`src/rtl/mod_alu_arb_if.sv`:
```
// rtl/mod_alu_arb_if.sv - requester and mod_alu bundle for the shared-ALU arbiter
interface mod_alu_arb_if #(
    parameter int N = 8,
    parameter int R = 4
);
    // each sd2_t digit occupies two bits
    logic [R-1:0]             req;
    logic [R-1:0]             req_mode;
    logic [R-1:0][2*N-1:0]    req_m;
    logic [R-1:0][2*N-1:0]    req_x;
    logic [R-1:0][2*N-1:0]    req_y;
    logic [R-1:0]             gnt;
    logic [R-1:0]             rsp_valid;
    logic [2*N-1:0]           rsp_z;
    logic                     rsp_err;
    logic                     busy;
    logic                     alu_rst;
    logic                     alu_start;
    logic                     alu_mode;
    logic [2*N-1:0]           alu_m;
    logic [2*N-1:0]           alu_x;
    logic [2*N-1:0]           alu_y;
    logic                     alu_done;
    logic [2*N-1:0]           alu_z;

    modport master (
        output req, req_mode, req_m, req_x, req_y, alu_done, alu_z,
        input  gnt, rsp_valid, rsp_z, rsp_err, busy,
        input  alu_rst, alu_start, alu_mode, alu_m, alu_x, alu_y
    );

    modport slave (
        input  req, req_mode, req_m, req_x, req_y, alu_done, alu_z,
        output gnt, rsp_valid, rsp_z, rsp_err, busy,
        output alu_rst, alu_start, alu_mode, alu_m, alu_x, alu_y
    );
endinterface

```
`src/rtl/mod_alu_arb.sv`:
```
// rtl/mod_alu_arb.sv - round-robin arbiter sharing one mod_alu among R requesters
// Optional WAIT-state watchdog is compiled in with MOD_ALU_ARB_TIMEOUT_EN.
module mod_alu_arb #(
    parameter int N         = 8,
    parameter int R         = 4,
    parameter int TO_CYCLES = 4 * N + 16
) (
    input  logic         clk,
    input  logic         rst,
    mod_alu_arb_if.slave bus
);
    localparam int W  = 2 * N;
    localparam int OW = (R > 1) ? $clog2(R) : 1;

    typedef enum logic [1:0] {IDLE, ISSUE, WAIT, RESP} state_t;

    state_t          state_q, state_d;
    logic [OW-1:0]   owner_q, owner_d, last_owner_q, last_owner_d;
    logic [OW-1:0]   pick, idx;
    logic            found;
    logic            mode_q, mode_d;
    logic [W-1:0]    m_q, m_d, x_q, x_d, y_q, y_d, rsp_z_q, rsp_z_d;
    logic [R-1:0]    gnt_c, rsp_valid_q, rsp_valid_d;
    logic            busy_q, busy_d, alu_start_q, alu_start_d;

`ifdef MOD_ALU_ARB_TIMEOUT_EN
    localparam int CW = $clog2(TO_CYCLES + 1);
    logic [CW-1:0]   cnt_q, cnt_d;
    logic            rsp_err_q, rsp_err_d;
    logic            wd_fire;

    // done arriving on the final watchdog cycle still wins over the abort
    assign wd_fire = (state_q == WAIT) && !bus.alu_done && (cnt_q == CW'(TO_CYCLES - 1));
`else
    logic            unused_to;
    assign unused_to = (TO_CYCLES > 0);
`endif

    // first requesting index after the last owner, wrapping around
    always_comb begin
        found = 1'b0;
        pick  = '0;
        idx   = '0;
        for (int i = 1; i <= R; i++) begin
            idx = OW'((int'(last_owner_q) + i) % R);
            if (!found && bus.req[idx]) begin
                found = 1'b1;
                pick  = idx;
            end
        end
    end

    always_comb begin
        state_d      = state_q;
        owner_d      = owner_q;
        last_owner_d = last_owner_q;
        mode_d       = mode_q;
        m_d          = m_q;
        x_d          = x_q;
        y_d          = y_q;
        rsp_z_d      = rsp_z_q;
        gnt_c        = '0;
`ifdef MOD_ALU_ARB_TIMEOUT_EN
        cnt_d        = cnt_q;
        rsp_err_d    = rsp_err_q;
`endif
        case (state_q)
            IDLE: begin
                if (found && !rst) begin
                    gnt_c[pick] = 1'b1;
                    owner_d     = pick;
                    mode_d      = bus.req_mode[pick];
                    m_d         = bus.req_m[pick];
                    x_d         = bus.req_x[pick];
                    y_d         = bus.req_y[pick];
                    state_d     = ISSUE;
                end
            end
            ISSUE: begin
                state_d = WAIT;
`ifdef MOD_ALU_ARB_TIMEOUT_EN
                cnt_d   = '0;
`endif
            end
            WAIT: begin
                if (bus.alu_done) begin
                    rsp_z_d   = bus.alu_z;
`ifdef MOD_ALU_ARB_TIMEOUT_EN
                    rsp_err_d = 1'b0;
`endif
                    state_d   = RESP;
                end
`ifdef MOD_ALU_ARB_TIMEOUT_EN
                else if (wd_fire) begin
                    rsp_z_d   = '0;
                    rsp_err_d = 1'b1;
                    state_d   = RESP;
                end else begin
                    cnt_d = cnt_q + CW'(1);
                end
`endif
            end
            RESP: begin
                last_owner_d = owner_q;
                state_d      = IDLE;
            end
            default: state_d = IDLE;
        endcase

        busy_d              = (state_d != IDLE);
        alu_start_d         = (state_d == ISSUE);
        rsp_valid_d         = '0;
        if (state_d == RESP) begin
            rsp_valid_d[owner_d] = 1'b1;
        end
    end

    always_ff @(posedge clk) begin
        if (rst) begin
            state_q      <= IDLE;
            owner_q      <= '0;
            last_owner_q <= OW'(R - 1);
            mode_q       <= 1'b0;
            m_q          <= '0;
            x_q          <= '0;
            y_q          <= '0;
            rsp_z_q      <= '0;
            rsp_valid_q  <= '0;
            busy_q       <= 1'b0;
            alu_start_q  <= 1'b0;
`ifdef MOD_ALU_ARB_TIMEOUT_EN
            cnt_q        <= '0;
            rsp_err_q    <= 1'b0;
`endif
        end else begin
            state_q      <= state_d;
            owner_q      <= owner_d;
            last_owner_q <= last_owner_d;
            mode_q       <= mode_d;
            m_q          <= m_d;
            x_q          <= x_d;
            y_q          <= y_d;
            rsp_z_q      <= rsp_z_d;
            rsp_valid_q  <= rsp_valid_d;
            busy_q       <= busy_d;
            alu_start_q  <= alu_start_d;
`ifdef MOD_ALU_ARB_TIMEOUT_EN
            cnt_q        <= cnt_d;
            rsp_err_q    <= rsp_err_d;
`endif
        end
    end

    assign bus.gnt       = gnt_c;
    assign bus.rsp_valid = rsp_valid_q;
    assign bus.rsp_z     = rsp_z_q;
    assign bus.busy      = busy_q;
    assign bus.alu_start = alu_start_q;
    assign bus.alu_mode  = mode_q;
    assign bus.alu_m     = m_q;
    assign bus.alu_x     = x_q;
    assign bus.alu_y     = y_q;
`ifdef MOD_ALU_ARB_TIMEOUT_EN
    assign bus.alu_rst   = rst | wd_fire;
    assign bus.rsp_err   = rsp_err_q;
`else
    assign bus.alu_rst   = rst;
    assign bus.rsp_err   = 1'b0;
`endif
endmodule

```
`src/flat_wrapper.sv`:
```
// flat-port wrapper written by rule: the top's interface ports become plain ports
module mod_alu_arb_flat 
#(
    parameter int N         = 8,
    parameter int R         = 4,
    parameter int TO_CYCLES = 4 * N + 16
)
  (clk, rst, bus_req, bus_req_mode, bus_req_m, bus_req_x, bus_req_y, bus_alu_done, bus_alu_z, bus_gnt, bus_rsp_valid, bus_rsp_z, bus_rsp_err, bus_busy, bus_alu_rst, bus_alu_start, bus_alu_mode, bus_alu_m, bus_alu_x, bus_alu_y);
  mod_alu_arb_if #(.N(N), .R(R)) bus_i ();
  input  logic clk;
  input  logic rst;
  input wire logic [$bits(bus_i.req)-1:0] bus_req;
  input wire logic [$bits(bus_i.req_mode)-1:0] bus_req_mode;
  input wire logic [$bits(bus_i.req_m)-1:0] bus_req_m;
  input wire logic [$bits(bus_i.req_x)-1:0] bus_req_x;
  input wire logic [$bits(bus_i.req_y)-1:0] bus_req_y;
  input wire logic [$bits(bus_i.alu_done)-1:0] bus_alu_done;
  input wire logic [$bits(bus_i.alu_z)-1:0] bus_alu_z;
  output wire logic [$bits(bus_i.gnt)-1:0] bus_gnt;
  output wire logic [$bits(bus_i.rsp_valid)-1:0] bus_rsp_valid;
  output wire logic [$bits(bus_i.rsp_z)-1:0] bus_rsp_z;
  output wire logic [$bits(bus_i.rsp_err)-1:0] bus_rsp_err;
  output wire logic [$bits(bus_i.busy)-1:0] bus_busy;
  output wire logic [$bits(bus_i.alu_rst)-1:0] bus_alu_rst;
  output wire logic [$bits(bus_i.alu_start)-1:0] bus_alu_start;
  output wire logic [$bits(bus_i.alu_mode)-1:0] bus_alu_mode;
  output wire logic [$bits(bus_i.alu_m)-1:0] bus_alu_m;
  output wire logic [$bits(bus_i.alu_x)-1:0] bus_alu_x;
  output wire logic [$bits(bus_i.alu_y)-1:0] bus_alu_y;
  assign bus_i.req = bus_req;
  assign bus_i.req_mode = bus_req_mode;
  assign bus_i.req_m = bus_req_m;
  assign bus_i.req_x = bus_req_x;
  assign bus_i.req_y = bus_req_y;
  assign bus_i.alu_done = bus_alu_done;
  assign bus_i.alu_z = bus_alu_z;
  assign bus_gnt = bus_i.gnt;
  assign bus_rsp_valid = bus_i.rsp_valid;
  assign bus_rsp_z = bus_i.rsp_z;
  assign bus_rsp_err = bus_i.rsp_err;
  assign bus_busy = bus_i.busy;
  assign bus_alu_rst = bus_i.alu_rst;
  assign bus_alu_start = bus_i.alu_start;
  assign bus_alu_mode = bus_i.alu_mode;
  assign bus_alu_m = bus_i.alu_m;
  assign bus_alu_x = bus_i.alu_x;
  assign bus_alu_y = bus_i.alu_y;
  mod_alu_arb #(.N(N), .R(R), .TO_CYCLES(TO_CYCLES)) u_core (.clk(clk), .rst(rst), .bus(bus_i));
endmodule
```
`config.mk`:
```
export PLATFORM = sky130hd
export DESIGN_NAME = mod_alu_arb_flat
export DESIGN_NICKNAME = d
export VERILOG_FILES = /design/src/rtl/mod_alu_arb_if.sv /design/src/rtl/mod_alu_arb.sv /design/src/flat_wrapper.sv
export SDC_FILE = /design/constraint.sdc
export NUM_CORES = 1
export LEC_CHECK = 0
export CELL_PAD_IN_SITES_DETAIL_PLACEMENT = 1
export CELL_PAD_IN_SITES_GLOBAL_PLACEMENT = 1
export CORE_MARGIN = 1.5
export CORE_UTILIZATION = 25
export DETAILED_ROUTE_END_ITERATION = 12
export HOLD_SLACK_MARGIN = 0.1
export PLACE_DENSITY_LB_ADDON = 0.1
export SYNTH_ARGS = -nofsm -noshare
export SYNTH_HDL_FRONTEND = slang
export SYNTH_SLANG_ARGS = --single-unit
```
`constraint.sdc`:
```
create_clock -name clk -period 2.19 [get_ports clk]
set_input_delay 0.219 -clock clk [delete_from_list [all_inputs] [get_ports clk]]
set_output_delay 0.219 -clock clk [all_outputs]
set_load 0.05 [all_outputs]
```
# Yosys cells after proc, flatten, opt, wreduce, memory -nomap -nowiden
# Cells that the tools add are included.
# op_classes
n_reduce_logical,15
eq_ne,5
add_sub_neg,4
bitwise_logic,1
magnitude_cmp,8
n_mux,35
# ops
cell,count
$bmux W16 S2,3
$mux W16,3
$lt A2 B3 Y1 const B,6
$mux W2,8
$mux W1,11
$bmux W1 S2,5
$mux W4,2
$pmux W2 S4,1
$eq A2 B2 Y1 const B,3
$logic_and A1 B1 Y1,6
$add A2 B1 Y2 const B,2
$add A2 B2 Y2 const B,2
$demux W1 S2,2
$eq A2 B1 Y1 const B,2
$ge A2 B1 Y1 const B,2
$logic_not A1 Y1,4
$reduce_and A2 Y1,2
$logic_not A2 Y1,1
$reduce_bool A2 Y1,1
$reduce_or A2 Y1,1
$not A1 Y1,1
# totals
inputBits,219
output_inout_bits,77
word_cells,79
ff_bits,77

# Logic depth before layout (Yosys ltp)
# Gate-level depths: netlist (run 1).
# depth
depth_word,20
mapped_depth,8
depth_no_buf,8

# Worst setup path before layout (run 1)
# Ideal clock, no wire load.
# synth_path
kind,register -> output
from,register u_core.state_q[0]
to,output port bus_gnt[3]
arrival_ns,1.987
required_time_ns,1.971
slack_ns,-0.016
n_path_buf,2
path_stages_with_launch,8
path_cell_list,dfxtp_1 inv_1 ha_1 nand2b_1 or3_1 buf_2 buf_2 nor2_1
# synth_between
elab_chain_cells,2
# synth_lines
item,line_no,text
"start, declared",mod_alu_arb.sv:17,"state_t state_q, state_d;"
"start signal, assigned",mod_alu_arb.sv:136,state_q <= state_d;
$logic_not A2 Y1,mod_alu_arb.sv:67,case (state_q)
$mux W4,mod_alu_arb.sv:67,
"end, declared",flat_wrapper.sv:19,output wire logic [$bits(bus_i.gnt)-1:0] bus_gnt;
# No other way between the ends.

# Final worst setup path (run 1)
# layout_path
from,input port bus_req[3]
to,output port bus_gnt[3]
# layout_between
elab_chain_cells,18
word_cells_on_any_way,30
classes_between,order compare (2); mux (20); reduce/logical (8)
# layout_lines
item,line_no,text
"start, declared",flat_wrapper.sv:12,input wire logic [$bits(bus_i.req)-1:0] bus_req;
$bmux W1 S2,mod_alu_arb.sv:46,if (!found && bus.req[idx]) begin
$mux W1 (implied by the code),mod_alu_arb.sv:46,
$mux W1,mod_alu_arb.sv:46,
$logic_not A1 Y1,mod_alu_arb.sv:46,
$logic_and A1 B1 Y1,mod_alu_arb.sv:46,
$mux W1,mod_alu_arb.sv:46,
$logic_not A1 Y1,mod_alu_arb.sv:46,
$logic_and A1 B1 Y1,mod_alu_arb.sv:46,
(+2 left out),--,
$logic_and A1 B1 Y1,mod_alu_arb.sv:46,
$mux W2,mod_alu_arb.sv:46,
$lt A2 B3 Y1 (implied by the code) / $ge A2 B1 Y1 (equally long branches),mod_alu_arb.sv:70,gnt_c[pick] = 1'b1;
$logic_and A1 B1 Y1 (implied by the code),mod_alu_arb.sv:70,
$mux W1 (implied by the code),mod_alu_arb.sv:70,
$demux W1 S2,--,
$mux W4 *,mod_alu_arb.sv:69,if (found && !rst) begin
$mux W4 *,mod_alu_arb.sv:67,
# Mark *: on every way between the ends. The rest lies on a longest branch, timed or not. The select of a mux whose other input is x is not followed.

==> results of run 1 <==
==> per-stage QoR <==
step	worst slack [ns]	util	instances	power [mW]
2_1_floorplan	0.00817	-	530	5.25
3_3_place_gp	-0.0232	0.451	1032	7.22
3_5_place_dp	-0.118	0.451	1032	7.31
4_1_cts	0.00722	0.469	1048	8.91
5_1_grt	0.00300	0.471	1052	9.26
6_report	0.0877	0.471	1052	8.83
==> final cells by class <==
type	count	area [µm²]	area share
flip-flops and latches	77	1540	0.189
well taps	225	282	0.0345
repair buffers	330	3360	0.413
clock buffers	10	229	0.0281
inverters	4	15.0	0.00184
clock inverters	6	70.1	0.00860
multi-input cells	400	2650	0.325
==> Yosys cell counts, drive strengths merged (2+ instances only) <==
cell type | number | area (µm²)
nor2b | 5 | 33.8
nor2 | 14 | 68.8
inv | 4 | 15.0
nand2 | 87 | 327
a21oi | 19 | 95.1
o21ai | 49 | 245
ha | 4 | 50.1
nor3 | 3 | 20.0
clkbuf | 22 | 82.6
and2 | 2 | 12.5
mux2i | 53 | 543
o211ai | 48 | 400
dfxtp | 77 | 1540
nand3 | 49 | 245
o21bai | 3 | 26.3
buf | 27 | 235
a21o | 48 | 360
nand2b | 5 | 31.3
==> layer usage <==
layer / track usage / vias to the layer above
li1: - / 2468
met1: 0.236 / 2433
met2: 0.366 / 204
met3: 0.0507 / 21
met4: 0.0697 / 0
met5: 0 / -
==> power breakdown <==
part | total [mW] | leakage (nW) | internal, mW | switching, mW
sequential | 2.15 | 0.631 | 1.88 | 0.267
combinational | 5.14 | 2.38 | 2.05 | 3.09
clock | 1.54 | 0.136 | 0.892 | 0.646
==> tightest hold or removal path, stage by stage <==
cell             delay, ns
clkdlybuf4s50_1       0.40
nand2_1               0.06
a21oi_1               0.05
==> cell families after synthesis <==
logic type               share of synthesized area
AO/OA/AOI/OAI                                0.269
flip-flops                                   0.347
other                                     0.000845
AND/OR/NAND/NOR                              0.174
buffers and inverters                       0.0750
adder cells (fa/ha/maj)                     0.0113
multiplexers                                 0.122
==> repair_timing <==
action	4_1_cts	5_1_grt
resized for setup	7	2
setup endpoints to repair	4	4
buffers inserted	0	4
pin swaps	0	2
==> state kept, by name (all words and copies together) (netlist names) <==
signal,count
u_core.last_owner_q,2
u_core.bus.alu_x,16
u_core.owner_q,2
u_core.bus.alu_mode,1
u_core.bus.rsp_z,16
u_core.bus.alu_m,16
u_core.bus.alu_y,16
u_core.bus.busy,1
u_core.bus.rsp_valid,4
u_core.state_q,2
u_core.bus.alu_start,1
==> path summary, 6_finish.rpt <==
check / startpoint / endpoint / slack, ns
worst max-delay path: bus_req[3] / bus_gnt[3] / 0.09
worst min-delay path: bus_alu_z[8] / u_core.bus.rsp_z[8] / 0.42
worst min register to register: u_core.bus.rsp_z[11] / u_core.bus.rsp_z[11] / 0.46
worst max register to register: u_core.state_q[0] / u_core.bus.alu_x[15] / 0.34
==> key figures, run 1 <==
Power
  – Pwr Density: 1080 mW/mm²
  – Static Leak: 3.14 nW
  – VDD IR-drop max: 0.502 mV

Yosys
  – Yosys warns: 0
  – Post-synthesis sequential area ratio: 0.347
  – Mapped cell area: 0.00444 mm²
  – Cells after synthesis: 530
  – Primary FF master, synth: dfxtp_1
  – FFs w/ async S/R, synth: 0
  – Avg Inst Size Synth: 8.38 µm²
  – Post-Syn Nets: 753
  – Flops & latches, synth: 77
  – EDFF count, synth: 0
  – Synth cell types: between 40 and 50

Worst hold path
  – Hold crit path type: in2reg
  – WHS Path Cells: 3

Worst setup path
  – CP Launch Type: input pin
  – Crit-path most repeated cell: buf_12
  – Worst-path maximum fanout: 17
  – Cell Chain, Critical Path: clkdlybuf4s50_1, buf_4, mux2i_4, o2bb2ai_4, nor2_8, buf_12, nor2_2, buf_12
  – Slowest cell on the critical path: clkdlybuf4s50_1
  – Levels on crit path: 8
  – Worst EP arrival: 1.88 ns
  – Critical Path Sink Type: primary output
  – Crit path max-delay family: buffers and inverters
  – Worst Path Required: approximately 2.0 ns
  – Reg2Reg Depth: 9
  – Crit path buf inv count: 4
  – WS Path Type: in2out
  – Max stage delay on crit path: 0.54 ns

CTS
  – H-tree Lvls: 3
  – Num CTS Buffers: 9
  – Clk sink count: between 70 and 80
  – Clock Path Buffers: 2
  – CTS tree: built
  – Clock-pin slew of the registers on the worst-case setup and hold paths: 0.07 ns
  – Clk_lat worst skew: roughly 0.35 ns
  – Clk root buf: clkbuf_16
  – CTS Hold Bufs: 0

Floorplanning
  – Die area: 0.0186 mm²
  – I/O Pins: 296
  – Die W: between 100 and 150 µm
  – Die Ht: 136 µm
  – Initial core utilization: 0.257
  – # rows: 48
  – Core area: 0.0173 mm²

Drt
  – Residual DRC: 0
  – Via-to-Cell Ratio: 4.87
  – M1 WL: roughly 8 mm
  – Met3 WL: roughly 1.5 mm
  – WL/cell: 18.6 µm
  – Initial DRC Count: around 130
  – Routed Antenna Nets: 0
  – Met2 WL: 9.61 mm
  – First-pass DRT Iterations: 4
  – Top layer in use: met4
  – Vias: 5126
  – WL final: a little under 20 mm

Timing
  – Worst Tran Pin Value: 0.623 ns
  – Period utilization: 0.960
  – Setup Skew: just under 0.007 ns
  – Setup TNS: 0 ns
  – Unrepaired setup endpoints after global routing: no
  – Max-slew violations: 0
  – Hold slack: 0.420 ns
  – Endpoints failing hold: 0
  – Max Freq: 0.476 GHz
  – Min cycle time layout: 2.10 ns
  – Max-slew headroom: 0.585
  – Final setup fails: 0

Global routing
  – Total GRT Usage: 0.204
  – Gr ovfl total: 0
  – Vias in the first global route: 5410
  – Global-route wire length before repair: 29.0 mm
  – Initial antenna violation count: 0
  – Largest net degree at the start of global routing: 49

Layout
  – Layout area overhead: 83.6%
  – Most common cell after layout, fill and taps aside: clkdlybuf4s50_1
  – Final nets: 1045
  – Fillers: between 1.5k and 2k
  – Design area: between 0.008 and 0.009 mm²
  – Layout cells sized above 1: 0.103
  – Most frequent cells in the layout: 289 x clkdlybuf4s50_1, 87 x nand2_1, 75 x dfxtp_1, 52 x mux2i_1, 49 x nand3_1
  – Diodes inserted: 0

Placed design
  – Placed Area: 0.00779 mm²
  – Final Wtd Congestion: 0.793
  – Port bufs: 294
  – DPL Wire Length: 14.9 mm

Run status
  – Status: finished, final reports clean

Job
  – Max cap viols: 0
Note: power is estimated with default switching activity, not from simulation.
==> run 2, diff against run 1 <==
--- a/config.mk
+++ b/config.mk
@@ -7,7 +7,6 @@
 export LEC_CHECK = 0
 export CELL_PAD_IN_SITES_DETAIL_PLACEMENT = 1
 export CELL_PAD_IN_SITES_GLOBAL_PLACEMENT = 1
-export CORE_MARGIN = 1.5
 export CORE_UTILIZATION = 25
 export DETAILED_ROUTE_END_ITERATION = 12
 export HOLD_SLACK_MARGIN = 0.1
==> run 2 against run 1 <==
Maximum frequency decreased by 1.1%. Clock skew decreased by 0.00064 ns. Hold slack improved by 0.0087 ns. Sequential cell count unchanged. Wire length increased by 2.9%. Critical path type unchanged.
==> key figures, run 2 (same netlist as run 1, synthesis figures left out) <==
Worst setup path
  – CP Launch Type: input pin
  – Critical Path Sink Type: primary output
  – Worst-path maximum fanout: 16
  – Register-to-Register Setup Slack: 0.34 ns
  – WS Path Type: in2out
  – Worst EP arrival: approximately 1.9 ns
  – Worst Path Required: approximately 2.0 ns

Floorplanning
  – Initial core utilization: 0.257
  – Die Ht: 135 µm
  – I/O Pins: 296
  – Die area: between 0.015 and 0.02 mm²
  – # rows: 48
  – Core area: 0.0173 mm²
  – Die W: 135 µm

Layout
  – Diodes inserted: 0
  – Final std cells w/o fill: 1063
  – Layout area overhead: 87.1%
  – Most frequent cells in the layout: 289 x clkdlybuf4s50_1, 87 x nand2_1, 75 x dfxtp_1, 52 x mux2i_1, 49 x nand3_1
  – Final nets: 1057
  – Fillers: 1981
  – Layout cells sized above 1: 0.116
  – Most common cell after layout, fill and taps aside: clkdlybuf4s50_1
  – Design area: around 0.0083 mm²

Placed design
  – DPL Wire Length: 15.5 mm
  – Placed Area: 0.00790 mm²
  – Pre-CTS setup slack: -0.0155 ns
  – Port bufs: 294
  – Final Wtd Congestion: 0.808
  – Dpl cells: ~1.0k

Global routing
  – Largest net degree at the start of global routing: 31
  – Initial antenna violation count: 0
  – Global-route wire length before repair: 30.0 mm
  – Total GRT Usage: 0.216
  – Vias in the first global route: 5563
  – Gr ovfl total: 0

Power
  – Pwr Density: 1110 mW/mm²
  – VDD IR-drop max: around 0.52 mV
  – Static Leak: between 3 and 4 nW

Timing
  – Endpoints failing hold: 0
  – Hold slack: 0.429 ns
  – Unrepaired setup endpoints after global routing: yes
  – Setup Skew: 0.00631 ns
  – Worst Tran Pin Value: 0.609 ns
  – Max-slew violations: 0
  – Final setup margin: 0.0633 ns
  – Final setup fails: 0
  – Max-slew headroom: 0.594
  – Max Freq: 0.470 GHz
  – Min cycle time layout: about 2.1 ns
  – Period utilization: 0.971
  – Setup TNS: 0 ns

Drt
  – First-pass DRT Iterations: 4
  – Residual DRC: 0
  – WL final: 20.1 mm
  – Routed Antenna Nets: 0
  – Initial DRC Count: 190
  – WL/cell: 18.9 µm
  – Via-to-Cell Ratio: 4.88
  – Vias: 5189

CTS
  – H-tree Lvls: 3
  – Clock Path Buffers: 2
  – Clock-pin slew of the registers on the worst-case setup and hold paths: around 0.06 ns
  – Clk sink count: 77
  – CTS tree: built
  – Clk_lat worst skew: about 0.34 ns
  – Clk root buf: clkbuf_16
  – Num CTS Buffers: 9

Worst hold path
  – Hold crit path type: in2reg

Job
  – Max cap viols: 0

Run status
  – Status: finished, final reports clean
run 2: metal layers:
layer,vias up,global-route usage,part of all wire,wire length (µm)
met4,0,0.0830,0.023,455
met2,201,0.386,0.49,9890
met3,25,0.0449,0.068,1380
met5,-,0,0,0
li1,2499,-,-,-
met1,2464,0.252,0.42,8390
run 2: worst paths after layout:
kind / end / cells after the start / startpoint
worst max-delay path: bus_gnt[3] / 8 / bus_req[0]
worst min-delay path: u_core.bus.rsp_z[10] / 3 / bus_alu_z[10]
worst max register to register: u_core.bus.alu_m[4] / 7 / u_core.last_owner_q[1]
worst min register to register: u_core.bus.rsp_z[9] / 2 / u_core.bus.rsp_z[9]
run 2: power breakdown:
group          internal (mW)  total, mW  switching [mW]
registers               1.88       2.16           0.277
clock network           1.22       1.84           0.619
logic                   2.08       5.18            3.11
total                   5.18       9.19            4.00
run 2: layout make-up:
type,count,area (µm²),area share
timing repair buffer,342,3450,0.416
tap,225,282,0.0339
clock inverter,6,136,0.0164
clock buffer,9,225,0.0271
multi-input combinational,400,2650,0.319
sequential,77,1540,0.186
inverter,4,15.0,0.00181
run 2: repair_timing:
action,CTS,global route
resized for setup,4,5
hold buffers,0,0
endpoints found under the setup margin,4,3
setup buffers,0,2
pin swaps,0,1
run 2: critical path, cell delays in order:
cell,delay [ns]
clkdlybuf4s50_1,0.54
a21boi_2,0.24
o21ba_2,0.25
nor2_8,0.05
buf_12,0.16
buf_4,0.15
nor2_2,0.12
buf_12,0.15
run 2: per-stage QoR:
step / power [mW] / util
2_1_floorplan: 5.25 / -
3_3_place_gp: 7.28 / 0.457
3_5_place_dp: 7.37 / 0.457
4_1_cts: 9.28 / 0.478
5_1_grt: 9.65 / 0.480
6_report: 9.19 / 0.480
==> run 3, diff against run 2 <==
--- a/config.mk
+++ b/config.mk
@@ -7,8 +7,11 @@
 export LEC_CHECK = 0
 export CELL_PAD_IN_SITES_DETAIL_PLACEMENT = 1
 export CELL_PAD_IN_SITES_GLOBAL_PLACEMENT = 1
-export CORE_UTILIZATION = 25
+export CORE_AREA = 2 2 115 117
+export CTS_CLUSTER_DIAMETER = 80
 export DETAILED_ROUTE_END_ITERATION = 12
+export DIE_AREA = 0 0 117 119
+export DONT_BUFFER_PORTS = 1
 export HOLD_SLACK_MARGIN = 0.1
 export PLACE_DENSITY_LB_ADDON = 0.1
 export SYNTH_ARGS = -nofsm -noshare
==> run 3 against run 2 <==
Cell area is 35% lower. Global-route usage is 0.83 points higher. Power is 20% lower. Die area fell by 24%. Critical path depth is 3 lower. Non-clock buffer count decreased by 273. Maximum frequency rose by 1.3%. Sequential share of layout area increased by 10 points. Wire length is 18% lower. Clock power is 21% lower. First-iteration DRC count up 7.9%.
==> key figures, run 3 (same netlist as run 1, synthesis figures left out) <==
Worst setup path
  – WS Path Type: reg2out
  – CP Launch Type: register
  – Critical Path Sink Type: primary output
  – Worst-path maximum fanout: 11
  – Worst Path Required: 1.97 ns
  – Worst EP arrival: between 1.5 and 2 ns

Placed design
  – Final Wtd Congestion: 0.776
  – DPL Wire Length: around 12 mm
  – Port bufs: 0

Floorplanning
  – I/O Pins: 296
  – Die area: 0.0139 mm²
  – Die W: 117 µm
  – Die Ht: 119 µm
  – Core area: ~0.013 mm²
  – # rows: 42
  – Initial core utilization: 0.345

Timing
  – Worst Tran Pin Value: between 0.8 and 0.9 ns
  – Max Freq: 0.477 GHz
  – Max-slew headroom: 0.445
  – Setup TNS: 0 ns
  – Endpoints failing hold: 0
  – Final setup fails: 0
  – Unrepaired setup endpoints after global routing: no
  – Max-slew violations: 0
  – Min cycle time layout: 2.10 ns
  – Period utilization: 0.958
  – Setup Skew: 0.00789 ns

Power
  – Pwr Density: approximately 1400 mW/mm²
  – Static Leak: ~2.1 nW
  – Sequential Power Share: 0.509
  – Tot Pwr: 7.38 mW
  – VDD IR-drop max: between 0.5 and 0.6 mV
  – Logic pwr share: 0.294
  – Switching Fraction: 0.511
  – Switching Power: between 3 and 4 mW
  – Clock power share: 0.197
  – Internal power: between 3 and 4 mW

Global routing
  – Initial antenna violation count: 1
  – Largest net degree at the start of global routing: 34
  – Vias in the first global route: roughly 4.3k
  – Gr ovfl total: 0
  – Global-route wire length before repair: between 20 and 25 mm
  – Total GRT Usage: 0.225

CTS
  – Clk root buf: clkbuf_16
  – Clk sink count: 77
  – Clock-pin slew of the registers on the worst-case setup and hold paths: 0.07 ns
  – H-tree Lvls: 3
  – Clock Path Buffers: 2
  – Num CTS Buffers: 9
  – Clk_lat worst skew: roughly 0.34 ns
  – CTS tree: built

Run status
  – Status: finished, final reports clean

Drt
  – Via-to-Cell Ratio: between 5 and 6
  – First-pass DRT Iterations: 4
  – Initial DRC Count: 205
  – WL final: approximately 16 mm
  – Residual DRC: 0
  – WL/cell: ~22 µm
  – Routed Antenna Nets: 0
  – Vias: 4123

Job
  – Max cap viols: 0

Layout
  – Most common cell after layout, fill and taps aside: nand2_1
  – Layout cells sized above 1: 0.125
  – Fillers: around 1.5k
  – Layout area overhead: 21.7%
  – Most frequent cells in the layout: 87 x nand2_1, 76 x dfxtp_1, 52 x mux2i_1, 49 x nand3_1
  – Final nets: 784

Worst hold path
  – Hold crit path type: in2reg
## run 3: path summary, 6_finish.rpt
| check | from | endpoint | slack, ns | depth (start not counted) |
|---|---|---|---|---|
| hold reg to reg | u_core.owner_q[0] | u_core.last_owner_q[0] | 0.52 | 2 |
| setup / recovery | u_core.last_owner_q[1] | bus_gnt[3] | 0.09 | 5 |
| hold / removal | bus_req_x[44] | u_core.bus.alu_x[12] | 0.10 | 2 |
| setup reg to reg | u_core.state_q[0] | u_core.bus.rsp_z[1] | 0.22 | 6 |
## run 3: repair_timing
item / in CTS / in global routing
endpoints found under the setup margin: 3 / 3
hold buffers: 42 / 0
buffers inserted: 2 / 0
gates resized for setup: 3 / 5
endpoints found under the hold margin: 36 / 0
pin swaps: 0 / 1
cloned: 0 / 0
## run 3: metrics by stage
step	hold slack, ns	utilization	instances	instance area, µm²	setup slack [ns]
global placement	0.293	0.361	682	4650	0.233
finish	0.103	0.420	743	5400	0.0914
floorplan	0.298	-	530	4440	0.00817
global route	0.110	0.419	742	5400	0.00546
CTS	0.100	0.418	742	5380	0.0252
detailed placement	0.293	0.361	682	4650	0.187
## run 3: cell type report
cell class,instances,area [µm²],area share
Timing Repair Buffer,69,689,0.128
Antenna cell,1,2.50,0.000463
Clock buffer,10,239,0.0442
Inverter,4,15.0,0.00278
Multi-Input combinational cell,400,2650,0.490
Sequential cell,77,1540,0.286
Clock inverter,6,46.3,0.00857
Tap cell,176,220,0.0408
## run 3: critical path, cell delays in order (launching register included)
cell	delay (ns)
dfxtp_2	0.41
and3b_1	0.20
nor3_2	0.06
or3_4	0.47
nor2_2	0.18
buf_4	0.22
## run 3: metal layers
layer  routed length (µm)  up-vias  global-route usage  share of wire
met4                  494        0              0.0934          0.030
met2                 8180      183               0.392           0.50
li1                     -     1948                   -              -
met5                    0        -                   0              0
met3                 1210       34              0.0550          0.073
met1                 6570     1958               0.258           0.40
## run 3: power by group through the flow
stage,registers (mW),clock network (mW),logic (mW)
2_1_floorplan,3.63,0,1.61
3_3_place_gp,3.79,0,2.01
3_5_place_dp,3.80,0,2.08
4_1_cts,3.77,1.49,2.18
5_1_grt,3.81,1.56,2.40
6_report,3.76,1.45,2.17
